### src/rtl/apb_master_bridge.sv
// APB initiator: turns single-outstanding core requests into APB SETUP/ACCESS
// transfers to one of NUM_SLV peripherals. Unmapped addresses and slaves that
// stall past TIMEOUT access cycles produce an error response.
module apb_master_bridge #(
  parameter int unsigned NUM_SLV = 4,
  parameter logic [15:0] BASE_HI = 16'h1000,
  parameter int unsigned SEL_LSB = 12,
  parameter int unsigned TIMEOUT = 255
) (
  input  logic                   PCLK,
  input  logic                   PRESET,
  input  logic                   req_valid,
  output logic                   req_ready,
  input  logic                   req_write,
  input  logic [31:0]            req_addr,
  input  logic [31:0]            req_wdata,
  output logic                   rsp_valid,
  output logic [31:0]            rsp_rdata,
  output logic                   rsp_err,
  output logic [31:0]            PADDR,
  output logic [31:0]            PWDATA,
  output logic                   PWRITE,
  output logic                   PENABLE,
  output logic [NUM_SLV-1:0]     PSEL,
  input  logic [32*NUM_SLV-1:0]  PRDATA,
  input  logic [NUM_SLV-1:0]     PREADY
);

  localparam int unsigned CNT_W = $clog2(TIMEOUT);
  localparam logic [CNT_W-1:0] CNT_LAST = CNT_W'(TIMEOUT - 1);

  typedef enum logic [1:0] {StIdle, StSetup, StAccess, StResp} state_e;

  state_e               state_q, state_d;
  logic [NUM_SLV-1:0]   psel_q, psel_d;
  logic                 penable_q, penable_d;
  logic                 pwrite_q, pwrite_d;
  logic [31:0]          paddr_q, paddr_d;
  logic [31:0]          pwdata_q, pwdata_d;
  logic                 rsp_valid_q, rsp_valid_d;
  logic [31:0]          rsp_rdata_q, rsp_rdata_d;
  logic                 rsp_err_q, rsp_err_d;
  logic [CNT_W-1:0]     cnt_q, cnt_d;

  logic [3:0]           idx;
  logic                 hit;
  logic [NUM_SLV-1:0]   dec_sel;
  logic                 sel_ready;
  logic [31:0]          sel_rdata;

  assign idx = req_addr[SEL_LSB +: 4];

  // Address decode and selected-slave muxing; the latched one-hot PSEL picks
  // the slave, so unselected PREADY/PRDATA never reach the datapath.
  always_comb begin
    hit       = (req_addr[31:16] == BASE_HI) && (32'(idx) < NUM_SLV);
    dec_sel   = '0;
    sel_rdata = '0;
    for (int unsigned i = 0; i < NUM_SLV; i++) begin
      dec_sel[i] = (idx == 4'(i));
      if (psel_q[i]) sel_rdata = sel_rdata | PRDATA[32*i +: 32];
    end
    sel_ready = |(PREADY & psel_q);
  end

  // Next-state and registered-output logic.
  always_comb begin
    state_d     = state_q;
    psel_d      = psel_q;
    penable_d   = penable_q;
    pwrite_d    = pwrite_q;
    paddr_d     = paddr_q;
    pwdata_d    = pwdata_q;
    rsp_valid_d = 1'b0;
    rsp_rdata_d = rsp_rdata_q;
    rsp_err_d   = rsp_err_q;
    cnt_d       = cnt_q;
    case (state_q)
      StIdle: begin
        if (req_valid) begin
          if (hit) begin
            state_d  = StSetup;
            paddr_d  = req_addr;
            pwdata_d = req_wdata;
            pwrite_d = req_write;
            psel_d   = dec_sel;
            cnt_d    = '0;
          end else begin
            // Unmapped: answer straight away, never touch the APB side.
            state_d     = StResp;
            rsp_valid_d = 1'b1;
            rsp_err_d   = 1'b1;
            rsp_rdata_d = '0;
          end
        end
      end
      StSetup: begin
        state_d   = StAccess;
        penable_d = 1'b1;
      end
      StAccess: begin
        if (sel_ready) begin
          state_d     = StResp;
          psel_d      = '0;
          penable_d   = 1'b0;
          rsp_valid_d = 1'b1;
          rsp_err_d   = 1'b0;
          rsp_rdata_d = pwrite_q ? 32'h0 : sel_rdata;
        end else if (cnt_q == CNT_LAST) begin
          state_d     = StResp;
          psel_d      = '0;
          penable_d   = 1'b0;
          rsp_valid_d = 1'b1;
          rsp_err_d   = 1'b1;
          rsp_rdata_d = '0;
        end else begin
          cnt_d = cnt_q + CNT_W'(1);
        end
      end
      StResp: begin
        state_d = StIdle;
      end
      default: begin
        state_d = StIdle;
      end
    endcase
  end

  // State and output registers; reset aborts any transfer without a response.
  always_ff @(posedge PCLK or negedge PRESET) begin
    if (!PRESET) begin
      state_q     <= StIdle;
      psel_q      <= '0;
      penable_q   <= 1'b0;
      pwrite_q    <= 1'b0;
      paddr_q     <= '0;
      pwdata_q    <= '0;
      rsp_valid_q <= 1'b0;
      rsp_rdata_q <= '0;
      rsp_err_q   <= 1'b0;
      cnt_q       <= '0;
    end else begin
      state_q     <= state_d;
      psel_q      <= psel_d;
      penable_q   <= penable_d;
      pwrite_q    <= pwrite_d;
      paddr_q     <= paddr_d;
      pwdata_q    <= pwdata_d;
      rsp_valid_q <= rsp_valid_d;
      rsp_rdata_q <= rsp_rdata_d;
      rsp_err_q   <= rsp_err_d;
      cnt_q       <= cnt_d;
    end
  end

  assign req_ready = (state_q == StIdle);
  assign PSEL      = psel_q;
  assign PENABLE   = penable_q;
  assign PWRITE    = pwrite_q;
  assign PADDR     = paddr_q;
  assign PWDATA    = pwdata_q;
  assign rsp_valid = rsp_valid_q;
  assign rsp_rdata = rsp_rdata_q;
  assign rsp_err   = rsp_err_q;

endmodule
### config.mk
export PLATFORM = sky130hd
export DESIGN_NAME = apb_master_bridge
export DESIGN_NICKNAME = d
export VERILOG_FILES = /design/src/rtl/apb_master_bridge.sv
export SDC_FILE = /design/constraint.sdc
export NUM_CORES = 1
export LEC_CHECK = 0
export BUFFER_PORTS_ARGS = -buffer_cell sky130_fd_sc_hd__buf_2
export CELL_PAD_IN_SITES_DETAIL_PLACEMENT = 1
export CELL_PAD_IN_SITES_GLOBAL_PLACEMENT = 2
export CORE_ASPECT_RATIO = 0.75
export CORE_UTILIZATION = 23
export DETAILED_ROUTE_END_ITERATION = 8
export PLACE_DENSITY_LB_ADDON = 0.1
export SLEW_MARGIN = 10
export SYNTH_ARGS = -nofsm -noshare
export SYNTH_HDL_FRONTEND = slang
export SYNTH_SLANG_ARGS = --single-unit
### constraint.sdc
create_clock -name PCLK -period 2.09 [get_ports PCLK]
set_input_delay 0.1045 -clock PCLK [delete_from_list [all_inputs] [get_ports PCLK]]
set_output_delay 0.1045 -clock PCLK [all_outputs]
set_load 0.03 [all_outputs]
==> metrics.md, run 1 <==
| Metric | Value |
|---|---|
| Net count after synthesis | 614 |
| Reported leakage power | about 4.4 nW |
| Worst Setup End Kind | flop |
| Launch instance of the worst register-to-register path | state_q[0] |
| Yosys reg bits | 114 |
| Area share of the largest cell type after synthesis | 55.1% |
| Gate count of the mapped netlist | 409 |
| Most used DFF post-synth | sky130_fd_sc_hd__dfrtp_1 |
| Per-cell routed wire length | 18.4 µm |
| Max-cap violations | 0 |
| Worst relative slew slack | 70.7% |
| Final ANT Viol Nets | 0 |
| Clk buf depth | 2 |
| Library cell with the largest summed area after synthesis | sky130_fd_sc_hd__dfrtp_1 |
| Start-to-end type of the worst setup path | flop to flop |
| Syn. warnings | 0 |
| Crit path time final | 1.99 ns |
| Number of H-tree branching levels | 4 |
| Final number of max-transition violations | 0 |
| Port Buf Inserts | 304 |
| Router iterations before antenna repair | 4 |
| Initial antenna violation count | 0 |
| TritonCTS buffer count | 17 |
| GPL Wtd Cong | 0.861 |
| Total power divided by cell area | 643 nW/µm² |
| Pin slew with the least headroom to its limit | 0.433 ns |
| Layout area overhead | 63.0% |
| Core Footprint | 22100 µm² |
| Flop-to-flop setup slack | 0.1 ns |
| Maximum number of pins on one net before global-route repair | 54 |
| Post-synth cell types | 45 |
| Buffer cell driving the clock tree root | sky130_fd_sc_hd__clkbuf_16 |
| Die area | 23100 µm² |
| Worst Setup Start Kind | flop |
| Total overflow reported by the global router | 0 |
| Final design utilization | 38.3% |
| Post-synthesis async set-or-reset flop share | between 90% and 100% |
| Achievable Freq | 0.502 GHz |
| Final Setup Violations | 0 |
| Aggregate global-route resource usage | 17.4% |
| Number of design-rule violations left by the first detailed-router iteration | 165 |
| Data arrival at the endpoint of the critical path | between 2 and 2.5 ns |
| Required time of the worst setup path | 2.40 ns |
| Placed instance count | 997 |
| Non-filler cells in the finished layout | 1100 |
| Type of the most critical hold path | input pin to flop |
| Post-DP HPWL | 14300 µm |
| Skew final | around 0.009 ns |
| Period Utilization, post-route | between 90% and 100% |
| Largest voltage drop on the vdd net | 0.000414 V |
| Critical-path maximum fanout | 26 |
| Clock slew at the register clock pins of the worst setup and hold paths | 0.06 ns |
| Part of the Yosys area used for sequential elements | 55.1% |
| Vias in the first global route | 5487 |
| Fin. Hold Viols | 0 |
| Worst setup startpoint | state_q[0] |
| # diodes | 0 |
| Run status | completed |
| Cell area after synthesis | 5180 µm² |
| Count of fill cells added during filler insertion | 2462 |
| Die Width | ~180 µm |
| Most common cell after layout, fill and taps aside | sky130_fd_sc_hd__buf_2 |
| Avg Synthesized Cell Area | 12.7 µm² |
| Number of sinks on the clock net | roughly 110 |
| Placement row count | 47 |
| Number of flops mapped to enable cells by yosys | 0 |
| Die span in y | 132 µm |
| CP endpoint | PADDR[7] |
| Top-level I/O count | 305 |
| Routed wire length | 20300 µm |
| Highest-count cells in the layout ignoring fill and taps | sky130_fd_sc_hd__buf_2, sky130_fd_sc_hd__dfrtp_1, sky130_fd_sc_hd__dlygate4sd3_1 |
| Clk_lat worst skew | between 0.4 and 0.5 ns |
| Number of nets in the layout | 998 |
| Initial Utilization | 23.5% |
| Leading post-synthesis cells by cell area | sky130_fd_sc_hd__dfrtp_1, sky130_fd_sc_hd__mux2_2, sky130_fd_sc_hd__a221oi_1 |
| Clock tree from TritonCTS | built |
| Proportion of layout cells with a drive suffix above 1 | 51.6% |
| Ratio of routed vias to standard cells | between 4 and 5 |
| Count of cells along the worst register-to-register path | 6 |
| Detailed-route DRC error count | 0 |
| Wire length of the first global-routing pass | 30700 µm |
| Routed via count | 5080 |
| Worst reg2reg path endpoint | PADDR[7] |
==> cell families after synthesis <==
| kind of cell | after synthesis | synth area share [%] |
|---|---|---|
| multiplexers | 47 | 10.2 |
| AND/OR/NAND/NOR | 68 | 7.51 |
| AO/OA/AOI/OAI | 134 | 21.9 |
| buffers and inverters | 41 | 4.11 |
| adder cells (fa/ha/maj) | 5 | 1.21 |
| flip-flops | 114 | 55.1 |
==> per-stage QoR <==
stage	hold slack, ns	power (mW)	setup slack (ns)	TNS, ns	instance area, µm²
6_report	0.0132	5.43	0.0989	0	8440
4_1_cts	0.000208	5.52	0.0623	0	8390
2_1_floorplan	-0.191	2.26	0.0250	0	5180
5_1_grt	0.00689	5.64	-0.00198	-0.00779	8440
3_5_place_dp	0.0242	2.51	0.0764	0	7120
3_3_place_gp	0.0112	2.50	0.138	0	7120
==> flip-flops by register name, summed over array words and instances (netlist names) <==
name	cells
PADDR	32
PSEL	4
cnt_q	8
PENABLE	1
rsp_err	1
PWDATA	32
rsp_valid	1
rsp_rdata	32
PWRITE	1
state_q	2
==> metal layers <==
layer | vias to the layer above | track usage, % | share of wire (%)
met4 | 0 | 5.31 | 1.5
met1 | 2485 | 20.7 | 42
li1 | 2363 | - | -
met2 | 213 | 29.8 | 50
met3 | 19 | 5.59 | 7.3
met5 | - | 0 | 0
==> report_power, final <==
part,switching (mW),leakage [nW],internal [mW]
Sequential,0,1.57,2.21
Combinational,0.132,2.55,0.218
Clock,1.20,0.280,1.67
==> cell type report <==
| class | count | area, µm² | area share, % |
|---|---|---|---|
| flip-flops and latches | 114 | 2850 | 33.8 |
| repair buffers | 398 | 2480 | 29.3 |
| multi-input cells | 254 | 2140 | 25.3 |
| clock buffers | 17 | 425 | 5.04 |
| well taps | 294 | 368 | 4.36 |
| clock inverters | 15 | 150 | 1.78 |
| inverters | 8 | 30.0 | 0.356 |
==> synth_stat cells (6+ instances only) <==
cell type                   instances
sky130_fd_sc_hd__a221oi_1          32
sky130_fd_sc_hd__a22o_1            32
sky130_fd_sc_hd__buf_2             10
sky130_fd_sc_hd__clkbuf_1          12
sky130_fd_sc_hd__dfrtp_1          114
sky130_fd_sc_hd__inv_1              8
sky130_fd_sc_hd__mux2_2            47
sky130_fd_sc_hd__nand2_1           13
sky130_fd_sc_hd__nand3_1            6
sky130_fd_sc_hd__nor2b_1           18
sky130_fd_sc_hd__o21ai_0           14
sky130_fd_sc_hd__o2bb2ai_1         32
==> critical path, stage by stage, from the launching register on <==
cell                      delay (ns)
sky130_fd_sc_hd__dfrtp_1        0.40
sky130_fd_sc_hd__inv_1          0.13
sky130_fd_sc_hd__ha_4           0.23
sky130_fd_sc_hd__nand2_1        0.12
sky130_fd_sc_hd__nor3_4         0.36
sky130_fd_sc_hd__buf_8          0.27
sky130_fd_sc_hd__mux2_2         0.36
==> worst min path at each step <==
stage                     start       endpoint  slack (ns)  cells after the start
CTS                 PRDATA[125]  rsp_rdata[29]      0.0002                      3
floorplan                PRESET       PADDR[0]       -0.19                      0
detailed placement       PRESET  rsp_rdata[14]        0.02                      1
global route        PRDATA[125]  rsp_rdata[29]       0.007                      3
finish               PRDATA[74]  rsp_rdata[10]        0.01                      3
global placement         PRESET  rsp_rdata[14]        0.01                      1
==> timing repair <==
action	CTS	global route
resized for setup	0	6
hold buffers	69	0
setup buffers	0	0
endpoints found under the hold margin	175	0
setup endpoints to repair	0	77
Note: power is estimated with default switching activity, not from simulation.
==> run 2: changes to the inputs <==
--- a/config.mk
+++ b/config.mk
@@ -5,7 +5,7 @@
 export SDC_FILE = /design/constraint.sdc
 export NUM_CORES = 1
 export LEC_CHECK = 0
-export BUFFER_PORTS_ARGS = -buffer_cell sky130_fd_sc_hd__buf_2
+export BUFFER_PORTS_ARGS = -buffer_cell sky130_fd_sc_hd__buf_4
 export CELL_PAD_IN_SITES_DETAIL_PLACEMENT = 1
 export CELL_PAD_IN_SITES_GLOBAL_PLACEMENT = 2
 export CORE_ASPECT_RATIO = 0.75
==> run 2 against run 1 <==
Worst hold slack improved by 0.0022 ns. Clock skew is 0.0010 ns lower. Non-clock buffer count decreased by 1. Flip-flop and latch count is the same. Critical endpoint is now cnt_q[6].
==> metrics.md, run 2 (same netlist as run 1, synthesis figures left out) <==
| Metric | Value |
|---|---|
| Core Footprint | 22100 µm² (unchanged) |
| Final number of max-transition violations | 0 (unchanged) |
| Run status | completed |
| Type of the most critical hold path | input pin to flop |
| Number of H-tree branching levels | 4 (unchanged) |
| Placed instance count | 996 (-0.10%) |
| Router iterations before antenna repair | 4 (unchanged) |
| Placement row count | 47 (unchanged) |
| Die Width | 175 µm (unchanged) |
| Ratio of routed vias to standard cells | 4.59 (-0.67%) |
| Top-level I/O count | 305 (unchanged) |
| Start-to-end type of the worst setup path | flop to flop |
| GPL Wtd Cong | 0.862 (+0.15%) |
| Clk_lat worst skew | 0.41 ns (about the same) |
| Non-filler cells in the finished layout | 1100 (unchanged) |
| Final Setup Violations | 0 (unchanged) |
| Fin. Hold Viols | 0 (unchanged) |
| Max-cap violations | 0 (unchanged) |
| Achievable Freq | 0.507 GHz (+0.93%) |
| Data arrival at the endpoint of the critical path | 2.27 ns (-0.03 ns) |
| Post-Place Cell Area | 7880 µm² (+11%) |
| TritonCTS buffer count | 17 (unchanged) |
| Number of design-rule violations left by the first detailed-router iteration | 198 (+20%) |
| Number of sinks on the clock net | 114 (unchanged) |
| Port Buf Inserts | 304 (unchanged) |
| Hold path cells | 3 (unchanged) |
| Worst Setup End Kind | flop |
| Wire length of the first global-routing pass | 31700 µm (+3.1%) |
| Pin slew with the least headroom to its limit | 0.655 ns (+0.222 ns) |
| Number of nets in the layout | 997 (-0.10%) |
| Die span in y | 132 µm (unchanged) |
| Most common cell after layout, fill and taps aside | sky130_fd_sc_hd__buf_4 |
| Vias in the first global route | 5541 (+0.98%) |
| Period Utilization, post-route | 94.4% (-0.88 points) |
| Largest voltage drop on the vdd net | 0.000357 V (-14%) |
| Total power divided by cell area | 616 nW/µm² (-4.2%) |
| Detailed-route DRC error count | 0 (unchanged) |
| Clock tree from TritonCTS | built |
| Critical-path maximum fanout | 3 (-88%) |
| Unrepaired setup endpoints after global routing | no |
| Final design utilization | 41.8% (+3.6 points) |
| Total Negative Setup Slacks | 0 ns (unchanged) |
| Skew final | 0.00815 ns (-0.00102 ns) |
| Total overflow reported by the global router | 0 (unchanged) |
| Count of cells along the worst register-to-register path | 6 (unchanged) |
| Initial Utilization | 23.5% (unchanged) |
| Per-cell routed wire length | 18.5 µm (+0.49%) |
| Reported leakage power | 4.57 nW (+3.8%) |
| Proportion of layout cells with a drive suffix above 1 | 51.3% (-0.31 points) |
| Buffer cell driving the clock tree root | sky130_fd_sc_hd__clkbuf_16 |
| Aggregate global-route resource usage | 17.7% (+0.33 points) |
| Die area | 23100 µm² (unchanged) |
| Final ANT Viol Nets | 0 (unchanged) |
| Clk buf depth | 2 (unchanged) |
| Clock slew at the register clock pins of the worst setup and hold paths | 0.06 ns (about the same) |
| Maximum number of pins on one net before global-route repair | 45 (-17%) |
| Post-DP HPWL | 14700 µm (+3.0%) |
| Crit path time final | 1.97 ns (-0.0184 ns) |
| Worst Setup Start Kind | flop |
| Cell area after layout | 9230 µm² (+9.3%) |
| Worst relative slew slack | 56.3% (-14 points) |
| Required time of the worst setup path | 2.38 ns (-0.02 ns) |
| Highest-count cells in the layout ignoring fill and taps | sky130_fd_sc_hd__buf_4, sky130_fd_sc_hd__dfrtp_1, sky130_fd_sc_hd__dlygate4sd3_1 |
| Initial antenna violation count | 1 (+1) |
| Layout area overhead | 78.1% |
| Routed wire length | 20400 µm (+0.49%) |
| Routed via count | 5046 (-0.67%) |
run 2: cell types whose count changed in the layout (fill, tap and decap cells not counted), sizes merged:
cell	before	now
dlygate4sd3	69	71
clkinv	5	2
buf	328	326
diode	0	1
clkinvlp	2	1
inv	15	18
clkbuf	18	17
bufinv	1	2
run 2: path summary, 6_finish.rpt:
kind / start / to / slack, ns
setup / recovery: cnt_q[0] / cnt_q[6] / 0.12
hold / removal: PRDATA[66] / rsp_rdata[2] / 0.02
setup reg to reg: cnt_q[0] / cnt_q[6] / 0.12
hold reg to reg: PADDR[28] / PADDR[28] / 0.48
max in group asynchronous: PRESET / PADDR[5] / 1.17
min in group asynchronous: PRESET / rsp_rdata[5] / 0.26
run 2: power by group:
group / internal [mW] / total, mW / switching (mW) / leakage (nW)
logic: 0.323 / 0.460 / 0.138 / 2.70
clock network: 1.81 / 3.02 / 1.20 / 0.298
registers: 2.21 / 2.21 / 0 / 1.57
total: 4.34 / 5.68 / 1.34 / 4.57
run 2: worst max-delay path, cell delays in order, from the launching register on:
cell                      delay, ns
sky130_fd_sc_hd__dfrtp_1       0.35
sky130_fd_sc_hd__inv_1         0.08
sky130_fd_sc_hd__ha_1          0.22
sky130_fd_sc_hd__and3_1        0.22
sky130_fd_sc_hd__or4b_1        0.52
sky130_fd_sc_hd__and3_1        0.20
sky130_fd_sc_hd__a211o_1       0.27
run 2: per-stage QoR:
stage / hold slack, ns / setup slack [ns] / power (mW)
3_3_place_gp: 0.171 / 0.124 / 2.61
2_1_floorplan: -0.191 / 0.0250 / 2.26
5_1_grt: 0.00673 / 0.0161 / 5.92
6_report: 0.0154 / 0.117 / 5.68
3_5_place_dp: 0.179 / 0.0405 / 2.61
4_1_cts: 0.000537 / 0.0301 / 5.79
run 2: routing by layer:
| layer | GRT usage [%] | vias up | part of all wire (%) |
|---|---|---|---|
| li1 | - | 2369 | - |
| met1 | 21.7 | 2446 | 42 |
| met2 | 29.4 | 214 | 48 |
| met3 | 6.03 | 17 | 8.4 |
| met4 | 5.17 | 0 | 1.4 |
| met5 | 0 | - | 0 |
run 2: layout make-up:
type                            instances  area [µm²]
Fill cell                            2445       12800
Timing Repair Buffer                  397        3220
Sequential cell                       114        2850
Multi-Input combinational cell        254        2140
Clock buffer                           17         425
Tap cell                              294         368
Clock inverter                         15         183
Inverter                                8        30.0
Antenna cell                            1        2.50
run 2: repair_timing:
item                                    4_1_cts  5_1_grt
endpoints found under the setup margin        0       53
resized for setup                             0        3
setup buffers                                 0        0
endpoints found under the hold margin       105        0
hold buffers                                 71        0
==> run 3: changes to the inputs <==
--- a/config.mk
+++ b/config.mk
@@ -5,11 +5,12 @@
 export SDC_FILE = /design/constraint.sdc
 export NUM_CORES = 1
 export LEC_CHECK = 0
+export ABC_AREA = 1
 export BUFFER_PORTS_ARGS = -buffer_cell sky130_fd_sc_hd__buf_4
 export CELL_PAD_IN_SITES_DETAIL_PLACEMENT = 1
 export CELL_PAD_IN_SITES_GLOBAL_PLACEMENT = 2
-export CORE_ASPECT_RATIO = 0.75
-export CORE_UTILIZATION = 23
+export CORE_ASPECT_RATIO = 0.5
+export CORE_UTILIZATION = 21
 export DETAILED_ROUTE_END_ITERATION = 8
 export PLACE_DENSITY_LB_ADDON = 0.1
 export SLEW_MARGIN = 10
==> run 3 against run 2 <==
Clock power is 7.6% lower. Fmax up 3.9%. Critical path type unchanged. First-iteration DRC count up 51%. Highest routed layer unchanged. Largest cell class unchanged.
==> metrics.md, run 3 <==
| Metric | Value |
|---|---|
| Parity-gate share of the synthesized area counting xor and xnor cells | 0.436% (+0.44 points) |
| Maximum number of pins on one net before global-route repair | 63 (+40%) |
| Post-synth cell types | 29 (-36%) |
| Aggregate global-route resource usage | 17.0% (-0.78 points) |
| Router iterations before antenna repair | 4 (unchanged) |
| Per-cell routed wire length | 15.3 µm (-17%) |
| Die Width | 242 µm (+38%) |
| Total power divided by cell area | 555 nW/µm² (-9.9%) |
| Die area | 29400 µm² (+27%) |
| Ratio of routed vias to standard cells | 4.17 (-9.1%) |
| Most frequently used cell type in the post-synthesis netlist | sky130_fd_sc_hd__nand2_1 |
| Dominant combinational cell family by area after synthesis | simple AND/OR/NAND/NOR gates |
| Gate count of the mapped netlist | 860 (+110%) |
| Largest voltage drop on the vdd net | 0.000374 V (+4.8%) |
| Most common cell after layout, fill and taps aside | sky130_fd_sc_hd__nand2_1 |
| Met2 capacity usage during global routing | 27.9% (-1.6 points) |
| Library cell with the largest summed area after synthesis | sky130_fd_sc_hd__dfrtp_1 |
| Core Footprint | 28000 µm² (+27%) |
| Final ANT Viol Nets | 0 (unchanged) |
| Critical Path Slowest Stage Cell | sky130_fd_sc_hd__dfrtp_1 |
| Leading post-synthesis cells by cell area | sky130_fd_sc_hd__dfrtp_1, sky130_fd_sc_hd__nand2_1, sky130_fd_sc_hd__nand3_1 |
| Post-synthesis async set-or-reset flop share | 100% (unchanged) |
| Wire length of the first global-routing pass | 38600 µm (+22%) |
| Cell area after synthesis | 6030 µm² (+16%) |
| Number of nets in the layout | 1409 (+41%) |
| Part of the Yosys area used for sequential elements | 47.3% (-7.7 points) |
| Clock slew at the register clock pins of the worst setup and hold paths | 0.06 ns (about the same) |
| Critical-path maximum fanout | 62 (+59) |
| Total chip power | 5.43 mW (-4.4%) |
| Achievable Freq | 0.527 GHz (+3.9%) |
| Placement row count | 43 (-8.5%) |
| Clock tree from TritonCTS | built |
| Worst relative slew slack | 64.9% (+8.6 points) |
| Avg Synthesized Cell Area | 7.01 µm² (-45%) |
| Die span in y | 122 µm (-7.7%) |
| GPL Wtd Cong | 0.808 (-6.3%) |
| Footprint of the flip-flops and latches | 2850 µm² (unchanged) |
| Type of the most critical hold path | input pin to flop |
| Adder and majority gate portion of the synthesized area | 1.04% (-0.17 points) |
| Post-synth top cells | sky130_fd_sc_hd__nand2_1, sky130_fd_sc_hd__dfrtp_1, sky130_fd_sc_hd__nor2_1 |
| Worst Setup End Kind | flop |
| Number of H-tree branching levels | 4 (unchanged) |
| Number of flops mapped to enable cells by yosys | 0 (unchanged) |
| Area share of the largest cell type after synthesis | 47.3% (-7.7 points) |
| Most used DFF post-synth | sky130_fd_sc_hd__dfrtp_1 |
| Required time of the worst setup path | 2.46 ns (+0.08 ns) |
| CP max stage delay | 0.40 ns (-0.12 ns) |
| Most frequent cell on the critical path | sky130_fd_sc_hd__nand2_1 |
| Reported leakage power | 5.38 nW (+18%) |
| Fin. Hold Viols | 0 (unchanged) |
| Final Setup Violations | 0 (unchanged) |
| Buffer cell driving the clock tree root | sky130_fd_sc_hd__clkbuf_16 |
| Clk_lat worst skew | 0.43 ns (+0.02 ns) |
| Busiest layer in global routing | met2 |
| Simple-gate share of the synthesized area | 41.9% (+34 points) |
| Net count after synthesis | 1065 (+73%) |
| Count of fill cells added during filler insertion | 3478 (+42%) |
| Routed wire length | 24500 µm (+20%) |
| Multi-input gate area in the final layout | 2690 µm² (+26%) |
| Crit path time final | 1.90 ns (-0.0738 ns) |
| Initial Utilization | 21.5% (-1.9 points) |
| Number of sinks on the clock net | 114 (unchanged) |
| Layout area overhead | 62.4% |
| Port Buf Inserts | 304 (unchanged) |
| TritonCTS buffer count | 17 (unchanged) |
| Max-cap violations | 0 (unchanged) |
| Period Utilization, post-route | 90.9% (-3.5 points) |
| Skew final | 0.00640 ns (-0.00174 ns) |
| Post-DP HPWL | 17800 µm (+21%) |
| Worst Setup Start Kind | flop |
| Total setup buffers inserted after CTS | 0 (unchanged) |
| Total overflow reported by the global router | 0 (unchanged) |
| Multiplexer area fraction after synthesis | 0% (-10 points) |
| Number of design-rule violations left by the first detailed-router iteration | 299 (+51%) |
| Final design utilization | 35.0% (-6.8 points) |
| Start-to-end type of the worst setup path | flop to flop |
| Pin slew with the least headroom to its limit | 0.525 ns (-0.130 ns) |
| GR Layer Usage met1 | 22.0% (+0.27 points) |
| Area fraction in compound gates after synthesis | 1.08% (-21 points) |
| Data arrival at the endpoint of the critical path | 2.26 ns (about the same) |
| Detailed-route DRC error count | 0 (unchanged) |
| Met3 Use GR | 4.05% (-2.0 points) |
| Initial antenna violation count | 0 (-1) |
| Final number of max-transition violations | 0 (unchanged) |
| Proportion of layout cells with a drive suffix above 1 | 30.6% (-21 points) |
| Top-level I/O count | 305 (unchanged) |
| Yosys reg bits | 114 (unchanged) |
| # diodes | 0 (-1) |
| Vias in the first global route | 6965 (+26%) |
| Routed via count | 6668 (+32%) |
| Clk buf depth | 2 (unchanged) |
| Critical path, cell by cell | inv_1 > ha_1 > nand4_4 > nor2_4 > buf_12 > nand2_1 > nand2_1 |
| Syn. warnings | 0 (unchanged) |
| Run status | completed |
| Highest-count cells in the layout ignoring fill and taps | sky130_fd_sc_hd__nand2_1, sky130_fd_sc_hd__buf_4, sky130_fd_sc_hd__dfrtp_1 |
-- run 3: critical path, delay by kind of cell, from the launching register on --
family / cells / cell delay, ns
and+or+nand+nor: 4 / 0.68
adders and majority gates: 1 / 0.36
DFF: 1 / 0.40
buffers and inverters: 2 / 0.35
-- run 3: cells by family (layout without fill, tap and decap cells) --
logic type                 Yosys count  after routing
adders and majority gates            5              5
AOI/OAI and AO/OA                    9              9
DFF                                114            114
buffers and inverters              113            470
xor gates and xnor gates             3              3
and+or+nand+nor                    616            616
-- run 3: final timing paths --
kind                       slack [ns]         end        from  cells after the start
min in group asynchronous        0.18  PWDATA[16]      PRESET                      2
max reg2reg                      0.19   PWDATA[5]  state_q[1]                      7
min reg2reg                      0.47   PADDR[28]   PADDR[28]                      2
max in group asynchronous        1.25    PADDR[1]      PRESET                      3
min                              0.10   rsp_valid   req_valid                      3
max                              0.19   PWDATA[5]  state_q[1]                      7
-- run 3: timing repair --
action	CTS	global route
hold buffers	48	0
setup endpoints to repair	0	33
endpoints found under the hold margin	79	0
gates resized for setup	0	1
-- run 3: through the flow --
stage          setup slack, ns  instance area [µm²]  instances  setup TNS (ns)  hold WS, ns
3_5_place_dp             0.105                 8740       1519               0        0.108
2_1_floorplan            0.235                 6030        860               0       -0.191
3_3_place_gp             0.192                 8740       1519               0        0.102
4_1_cts                 0.0750                 9780       1599               0       0.0955
5_1_grt               -0.00340                 9790       1599        -0.00340        0.100
6_report                 0.191                 9790       1599               0        0.101
-- run 3: layer usage --
layer | vias up | share of wire [%]
met5 | - | 0
met4 | 0 | 1.5
met3 | 23 | 4.7
met2 | 140 | 49
met1 | 3186 | 45
li1 | 3319 | -
-- run 3: area by class of cell --
type | count | area share, %
clock buffer | 18 | 4.38
clock inverter | 14 | 1.34
inverter | 66 | 2.56
multi-input combinational | 633 | 27.4
sequential | 114 | 29.1
tap | 382 | 4.88
timing repair buffer | 372 | 30.3
-- run 3: power breakdown --
part	total (mW)	internal [mW]	switching, mW	leakage (nW)
Clock	2.79	1.65	1.15	0.264
Sequential	2.21	2.21	0	1.47
Combinational	0.434	0.300	0.133	3.64
